**src/rtl/data_memory_arbiter.sv**
```systemverilog
// data_memory_arbiter: shares single-port data_memory between m0 (single beats) and m1 (bursts).
// Optional ARB_STATS_EN adds saturating per-requester grant counters.
module data_memory_arbiter #(
    parameter int BURST_W      = 4,
    parameter int STARVE_LIMIT = 8,
    parameter int STATS_W      = 16
) (
    input  logic               clk,
    input  logic               reset,
    input  logic               m0_req,
    input  logic               m0_we,
    input  logic [31:0]        m0_adress,
    input  logic [31:0]        m0_wdata,
    output logic               m0_gnt,
    output logic               m0_rvalid,
    output logic [31:0]        m0_rdata,
    input  logic               m1_req,
    input  logic               m1_we,
    input  logic [31:0]        m1_adress,
    input  logic [BURST_W-1:0] m1_burst_len,
    input  logic [31:0]        m1_wdata,
    output logic               m1_gnt,
    output logic               m1_rvalid,
    output logic [31:0]        m1_rdata,
    output logic               mem_write_enable,
    output logic [31:0]        mem_adress,
    output logic [31:0]        mem_write_data,
    input  logic [31:0]        mem_read_data
`ifdef ARB_STATS_EN
    ,
    output logic [STATS_W-1:0] m0_grant_count,
    output logic [STATS_W-1:0] m1_grant_count
`endif
);
    localparam int SW = $clog2(STARVE_LIMIT + 1);
    typedef enum logic {IDLE, BURST} state_t;
    state_t             state;
    logic [BURST_W-1:0] len, beat;
    logic [31:0]        base;
    logic               burst_we;
    logic [SW-1:0]      starve;
    logic               m1_win, g0, g1, in_burst;
    always_comb begin
        in_burst         = state == BURST;
        m1_win           = m1_req && (starve == SW'(STARVE_LIMIT) || !m0_req);
        g1               = !reset && (in_burst ? m1_req : m1_win);
        g0               = !reset && !in_burst && m0_req && !m1_win;
        mem_write_enable = g0 ? m0_we : g1 ? (in_burst ? burst_we : m1_we) : 1'b0;
        mem_adress       = g0 ? (m0_adress & ~32'h3)
                         : g1 ? (in_burst ? base + (32'(beat) << 2) : (m1_adress & ~32'h3))
                         : 32'h0;
        mem_write_data   = g0 ? m0_wdata : g1 ? m1_wdata : 32'h0;
    end
    assign m0_gnt = g0;
    assign m1_gnt = g1;
    always_ff @(posedge clk) begin
        if (reset) begin
            state     <= IDLE;
            len       <= '0;
            beat      <= '0;
            base      <= '0;
            burst_we  <= 1'b0;
            starve    <= '0;
            m0_rvalid <= 1'b0;
            m1_rvalid <= 1'b0;
            m0_rdata  <= '0;
            m1_rdata  <= '0;
        end else begin
            m0_rvalid <= g0 && !m0_we;
            m1_rvalid <= g1 && !mem_write_enable;
            if (g0 && !m0_we) m0_rdata <= mem_read_data;
            if (g1 && !mem_write_enable) m1_rdata <= mem_read_data;
            starve <= g1 ? '0 : (m1_req && starve != SW'(STARVE_LIMIT)) ? starve + 1'b1 : starve;
            if (!in_burst) begin
                if (g1) begin
                    base     <= m1_adress & ~32'h3;
                    burst_we <= m1_we;
                    len      <= m1_burst_len;
                    beat     <= BURST_W'(1);
                    if (m1_burst_len != '0) state <= BURST;
                end
            end else if (!m1_req || beat == len) begin
                state <= IDLE;
            end else begin
                beat <= beat + 1'b1;
            end
        end
    end
`ifdef ARB_STATS_EN
    always_ff @(posedge clk) begin
        if (reset) begin
            m0_grant_count <= '0;
            m1_grant_count <= '0;
        end else begin
            if (g0 && m0_grant_count != '1) m0_grant_count <= m0_grant_count + 1'b1;
            if (g1 && m1_grant_count != '1) m1_grant_count <= m1_grant_count + 1'b1;
        end
    end
`endif
endmodule
```
**config.mk**
```make
export PLATFORM = sky130hd
export DESIGN_NAME = data_memory_arbiter
export DESIGN_NICKNAME = d
export VERILOG_FILES = /design/src/rtl/data_memory_arbiter.sv
export SDC_FILE = /design/constraint.sdc
export NUM_CORES = 1
export LEC_CHECK = 0
export ABC_AREA = 1
export BUFFER_PORTS_ARGS = -buffer_cell sky130_fd_sc_hd__buf_2
export CAP_MARGIN = 20
export CORE_ASPECT_RATIO = 0.7
export CORE_MARGIN = 2
export CORE_UTILIZATION = 46
export DETAILED_ROUTE_END_ITERATION = 10
export GPL_TIMING_DRIVEN = 1
export PLACE_DENSITY = 0.89
export REMOVE_ABC_BUFFERS = 1
export SYNTH_ARGS = -nofsm -noshare
export SYNTH_HDL_FRONTEND = slang
export SYNTH_SLANG_ARGS = --single-unit
export TNS_END_PERCENT = 30
```
**constraint.sdc**
```tcl
create_clock -name clk -period 2.93 [get_ports clk]
set_clock_uncertainty 0.1 [all_clocks]
set_input_delay 0.4395 -clock clk [delete_from_list [all_inputs] [get_ports clk]]
set_output_delay 0.4395 -clock clk [all_outputs]
set_load 0.1 [all_outputs]
```
==> results_dict.tcl, run 1 <==
set metrics [dict create \
    dieWidth_microns 139 \
    post-place-cells 1328 \
    min_period_ns 2.95 \
    pre_cts_slack_ns 0.0597 \
    mappedNetlistArea_sq_mm 0.00587 \
    cts_tree "built" \
    placementRows 34 \
    synth-seq-area-share 0.375 \
    cp_data_arrival_time_ns 2.41 \
    gr-usage-all-layers 0.313 \
    violations_in_the_final_reports "setup timing" \
    route.vias.total 7395 \
    critical_path_peak_fanout 4 \
    transition_time_of_the_tightest_slew_check_pin_ns 0.641 \
    status "finished, violations left" \
    maxCapViolCount 0 \
    setup_violations 1 \
    syn-instance-count 893 \
    nFillCells 1013 \
    finalCoreUtilization 0.696 \
    port_buffers 296 \
    dp_hpwl_microns 17300 \
    seqCellArea_sq_mm 0.00221 \
    worst_ep_required_time_ns 2.39 \
    area_growth_pct 47.2 \
    worst-setup-path-type "reg2out" \
    clock_sinks 110 \
    hold_viol 0 \
    rsz_0062_raised_after_global_routing "yes" \
    io-pin-count 303 \
    most-common-layout-cells "sky130_fd_sc_hd__nand2_1, sky130_fd_sc_hd__buf_2, sky130_fd_sc_hd__dfxtp_1" \
    final_cell_count_no_fill 1351 \
    drt-vias-per-instance 5.47 \
    holdCritPathClass "in2reg" \
    critical_path.startpoint_type "register" \
    fraction_of_final_layout_cells_sized_beyond_drive_strength_1 0.331 \
    grt_antenna_before_repair 0 \
    numCtsBuffers 9 \
    hold_buffers 0 \
    die_area_sq_mm 0.0137 \
    grt_start_max_net_pins 65 \
    final_nets 1362 \
    multi_input_comb_area_sq_mm 0.00334 \
    slew_headroom 0.573 \
    global_placement_routability_congestion 0.996 \
    core_area_sq_mm 0.0124 \
    synth_cell_types 34 \
    starting_utilization_of_the_core_area 0.473 \
    firstDrtPassIters 7 \
    number_of_synthesis_warnings 0 \
    ant_nets 0 \
    commonest_non_fill_non_tap_cell_in_the_layout "sky130_fd_sc_hd__nand2_1" \
    cts.htree.levels 3 \
    clock.fmax_mhz 339 \
    ir_worst_vdd_v 0.000294 \
    fp.dieH_microns 98.5 \
    count_of_inserted_antenna_diode_cells 0 \
    first_pass_grt_wire_length_microns 34100 \
    average_size_of_a_mapped_cell_sq_um 6.58 \
    final_cell_area_sq_mm 0.00865 \
    end_kind "output pin" \
    hold-worst-slack_ns 0.202 \
    timing.final.max_slew_violations 0 \
    total_power_mw 4.31 \
    powerDensity_mw_per_mm2 498 \
    clk_path_buf_depth 2 \
    place_area_sq_mm 0.00797 \
    cts.reportedPaths.clkPinSlew_ns 0.08 \
    drc 0 \
    totalWireLength_microns 23500 \
    drt-wirelength-per-cell_microns 17.4 \
    drtIter0Drc 770 \
    post_synthesis_sequential_element_count 110 \
    root_buffer "sky130_fd_sc_hd__clkbuf_16" \
    final.period_utilization 1.01 \
    layout_setup_ws_ns -0.0217 \
    via_count_of_the_first_global_routing_pass 6617 \
    clock_latency_late_sink_ns 0.35 \
    grt_overflow 0 \
    setup_tns_ns -0.0217 \
    pleak_nw 4.10 \
]
[where the power goes]
group | leakage, nW | internal, mW | switching [mW]
registers | 0.898 | 1.55 | 0.0519
logic | 3.04 | 0.381 | 0.992
clock network | 0.157 | 0.763 | 0.565
[critical path: stages (launching register included)]
cell and delay (ns):
sky130_fd_sc_hd__dfxtp_2 0.34, sky130_fd_sc_hd__ha_4 0.17, sky130_fd_sc_hd__fa_2 0.40, sky130_fd_sc_hd__nand2_4 0.10, sky130_fd_sc_hd__nand3_4 0.08, sky130_fd_sc_hd__nand3b_1 0.24, sky130_fd_sc_hd__nor2_4 0.09, sky130_fd_sc_hd__xor2_1 0.16
sky130_fd_sc_hd__nand2_1 0.09, sky130_fd_sc_hd__a21oi_2 0.20, sky130_fd_sc_hd__buf_12 0.20
[final cells by class]
cell class / instances / share of cell area
well taps: 162 / 0.0234
inverters: 62 / 0.0279
repair buffers: 328 / 0.269
flip-flops and latches: 110 / 0.256
clock inverters: 5 / 0.0103
clock buffers: 11 / 0.0269
multi-input cells: 673 / 0.387
[what timing repair did]
item,4_1_cts,5_1_grt
cloned,0,1
pin swaps,1,13
gates resized for setup,21,70
buffers inserted,0,6
endpoints found under the setup margin,21,61
[Yosys cell counts]
| cell | number | share of area |
|---|---|---|
| sky130_fd_sc_hd__nand2_2 | 2 | 0.0021 |
| sky130_fd_sc_hd__o21ai_0 | 26 | 0.022 |
| sky130_fd_sc_hd__a31oi_1 | 2 | 0.0021 |
| sky130_fd_sc_hd__nand3_2 | 2 | 0.0034 |
| sky130_fd_sc_hd__o211ai_1 | 2 | 0.0026 |
| sky130_fd_sc_hd__inv_1 | 58 | 0.037 |
| sky130_fd_sc_hd__buf_1 | 7 | 0.0045 |
| sky130_fd_sc_hd__clkbuf_1 | 17 | 0.011 |
| sky130_fd_sc_hd__nand4_1 | 21 | 0.022 |
| sky130_fd_sc_hd__xor2_1 | 6 | 0.0089 |
| sky130_fd_sc_hd__nand3b_1 | 1 | 0.0013 |
| sky130_fd_sc_hd__or2_2 | 1 | 0.0011 |
| sky130_fd_sc_hd__a21oi_1 | 99 | 0.084 |
| sky130_fd_sc_hd__dfxtp_1 | 110 | 0.38 |
| sky130_fd_sc_hd__buf_6 | 4 | 0.0077 |
| sky130_fd_sc_hd__inv_2 | 2 | 0.0013 |
| sky130_fd_sc_hd__a22o_1 | 32 | 0.048 |
| sky130_fd_sc_hd__buf_2 | 14 | 0.012 |
| sky130_fd_sc_hd__o22ai_1 | 3 | 0.0032 |
| sky130_fd_sc_hd__ha_1 | 7 | 0.015 |
| sky130_fd_sc_hd__a21oi_2 | 1 | 0.0015 |
| sky130_fd_sc_hd__buf_4 | 7 | 0.0089 |
| sky130_fd_sc_hd__conb_1 | 1 | 0.00064 |
| sky130_fd_sc_hd__nor2_1 | 77 | 0.049 |
| sky130_fd_sc_hd__or2_1 | 1 | 0.0011 |
| sky130_fd_sc_hd__fa_1 | 1 | 0.0034 |
| sky130_fd_sc_hd__clkinv_1 | 1 | 0.00064 |
| sky130_fd_sc_hd__clkinv_4 | 1 | 0.0015 |
| sky130_fd_sc_hd__and3_1 | 1 | 0.0011 |
| sky130_fd_sc_hd__nand3_1 | 68 | 0.058 |
| sky130_fd_sc_hd__nand2_1 | 311 | 0.20 |
| sky130_fd_sc_hd__nor4_1 | 1 | 0.0011 |
| sky130_fd_sc_hd__xnor2_1 | 5 | 0.0075 |
| sky130_fd_sc_hd__nor3b_2 | 1 | 0.0021 |
[cell families after synthesis]
family	count (synthesis)	share of synthesized area
other	1	0.000639
and+or+nand+nor	487	0.342
DFF	110	0.375
AOI/OAI and AO/OA	165	0.164
adders and majority gates	8	0.0183
buffers and inverters	111	0.0844
xor gates and xnor gates	11	0.0164
[flip-flops by register name, indices dropped and copies added (netlist names)]
register	cells
m1_rdata	32
burst_we	1
in_burst	1
m0_rdata	32
m0_rvalid	1
len	4
starve	4
beat	4
base	30
m1_rvalid	1
[final timing paths]
path                   startpoint             end  slack, ns  depth (start not counted)
setup / recovery          beat[0]  mem_adress[16]      -0.02                         10
hold / removal    m1_burst_len[3]          len[3]       0.20                          3
setup reg to reg        starve[0]    m1_rdata[26]       0.42                         13
hold reg to reg       m0_rdata[2]     m0_rdata[2]       0.36                          2
[routing by layer]
layer,routed length (microns),global-route usage,up-vias,part of all wire
li1,-,-,3497,-
met3,2440,0.0826,84,0.10
met5,0,0,-,0
met1,9000,0.396,3375,0.38
met4,1100,0.144,0,0.047
met2,10900,0.504,439,0.47
No activity file was read; power rests on OpenSTA's default activity.
==> run 2, diff against run 1 <==
Settings changed: BUFFER_PORTS_ARGS -buffer_cell sky130_fd_sc_hd__buf_2 to -buffer_cell sky130_fd_sc_hd__buf_4, CAP_MARGIN 20 to unset.
==> results_dict.tcl, run 2 (synthesis gave the netlist of run 1 again) <==
set metrics [dict create \
    status "finished clean" \
    total_power_mw 4.20 \
    hold_viol 0 \
    cts.htree.levels 3 \
    firstDrtPassIters 7 \
    commonest_non_fill_non_tap_cell_in_the_layout "sky130_fd_sc_hd__nand2_1" \
    nFillCells 1019 \
    io-pin-count 303 \
    grt_overflow 0 \
    hold-worst-slack_ns 0.197 \
    clk_path_buf_depth 2 \
    worst_ep_required_time_ns 2.39 \
    cp.buffers_inverters 1 \
    critical_path_peak_fanout 4 \
    cts_tree "built" \
    clock_sinks 110 \
    ant_nets 0 \
    cpMostUsedCell "sky130_fd_sc_hd__nand2_1" \
    grt_most_used_layer "met2" \
    clock_latency_late_sink_ns 0.34 \
    drt-wirelength-per-cell_microns 17.0 \
    cts.reportedPaths.clkPinSlew_ns 0.08 \
    transition_time_of_the_tightest_slew_check_pin_ns 0.636 \
    ir_worst_vdd_v 0.000321 \
    root_buffer "sky130_fd_sc_hd__clkbuf_16" \
    setup_violations 0 \
    final_nets 1351 \
    pleak_nw 4.11 \
    final.period_utilization 0.977 \
    groute.layer.met2.usage 0.523 \
    grt_start_max_net_pins 63 \
    dieWidth_microns 139 \
    global_placement_routability_congestion 0.998 \
    end_kind "output pin" \
    route.vias.total 7216 \
    hold_buffers 0 \
    cp_data_arrival_time_ns 2.32 \
    die_area_sq_mm 0.0137 \
    grt_use_met3 0.0821 \
    placementRows 34 \
    worst-setup-path-type "reg2out" \
    totalWireLength_microns 22700 \
    seqCellArea_sq_mm 0.00221 \
    holdCritPathClass "in2reg" \
    worst_path_max_delay_cell "sky130_fd_sc_hd__fa_2" \
    rsz_0062_raised_after_global_routing "yes" \
    numCtsBuffers 9 \
    clock.fmax_mhz 349 \
    setup_tns_ns 0 \
    area_growth_pct 49.8 \
    most-common-layout-cells "sky130_fd_sc_hd__nand2_1, sky130_fd_sc_hd__buf_4, sky130_fd_sc_hd__dfxtp_1" \
    fraction_of_final_layout_cells_sized_beyond_drive_strength_1 0.316 \
    layout_setup_ws_ns 0.0686 \
    port_buffers 296 \
    drc 0 \
    path_cells "ha_4 > fa_2 > nand2_4 > nand3_4 > and3_1 > nand2_1 > nand2_1 > nand2_1 > a21oi_1 > nor2_1 > buf_4" \
    powerDensity_mw_per_mm2 477 \
    multi_input_comb_area_sq_mm 0.00329 \
    count_of_inserted_antenna_diode_cells 0 \
    maxCapViolCount 0 \
    worst-r2r-setup-slack_ns 0.69 \
    first_pass_grt_wire_length_microns 34300 \
    slew_headroom 0.576 \
    final_cell_count_no_fill 1340 \
    pre_cts_slack_ns 0.217 \
    grt.met1_usage 0.403 \
    drt-vias-per-instance 5.39 \
    critical_path.startpoint_type "register" \
    largest_registers_in_the_final_layout "m0_rdata (32), m1_rdata (32), base (30)" \
    post-place-cells 1323 \
    fp.dieH_microns 98.5 \
    grt_antenna_before_repair 0 \
    timing.final.max_slew_violations 0 \
    critical_path.max_stage_delay_ns 0.38 \
    drtIter0Drc 798 \
    via_count_of_the_first_global_routing_pass 6590 \
    gr-usage-all-layers 0.314 \
    min_period_ns 2.86 \
    core_area_sq_mm 0.0124 \
    dp_hpwl_microns 17300 \
    starting_utilization_of_the_core_area 0.473 \
    cpLargestDelayFamily "simple AND/OR/NAND/NOR gates" \
]
[run 2: changes by cell type in the layout (fill, tap and decap cells not counted), sizes merged]
| cell | previous run | this run |
|---|---|---|
| clkbuf | 37 | 11 |
| bufinv | 2 | 0 |
| buf | 302 | 317 |
| clkinv | 1 | 2 |
| clkinvlp | 1 | 2 |
[run 2: worst paths after layout]
path | start | endpoint | cells past startpoint
max | beat[0] | mem_adress[26] | 11
min | m1_burst_len[3] | len[3] | 3
max reg2reg | starve[0] | beat[3] | 12
min reg2reg | m0_rdata[14] | m0_rdata[14] | 2
[run 2: tightest hold or removal path, cell delays in order]
cell	delay, ns
sky130_fd_sc_hd__buf_4	0.09
sky130_fd_sc_hd__nand2_1	0.04
sky130_fd_sc_hd__nand2_1	0.05
[run 2: per-stage QoR]
step | util | instance area (sq um)
after floorplan | - | 5620
after global placement | 0.664 | 8250
after detailed placement | 0.664 | 8250
after CTS | 0.693 | 8600
after global routing | 0.708 | 8790
final | 0.708 | 8790
[run 2: layout make-up]
cell class,instances,share of cell area
Clock buffer,11,0.0287
Clock inverter,5,0.00541
Inverter,62,0.0275
Multi-Input combinational cell,673,0.374
Sequential cell,110,0.251
Tap cell,162,0.0230
Timing Repair Buffer,317,0.290
[run 2: layer usage]
layer / up-vias / wire length, microns
li1: 3486 / -
met1: 3329 / 9170
met2: 353 / 10800
met3: 48 / 2110
met4: 0 / 603
met5: - / 0
[run 2: what timing repair did]
item,in CTS,in global routing
setup endpoints to repair,11,55
pin swaps,3,9
hold endpoints to repair,0,0
buffers inserted,1,0
gates resized for setup,13,51
[run 2: where the power goes]
part           total (mW)  switching, mW  internal [mW]
Combinational        1.36          0.973          0.391
Clock                1.23          0.585          0.641
Sequential           1.61         0.0514           1.55
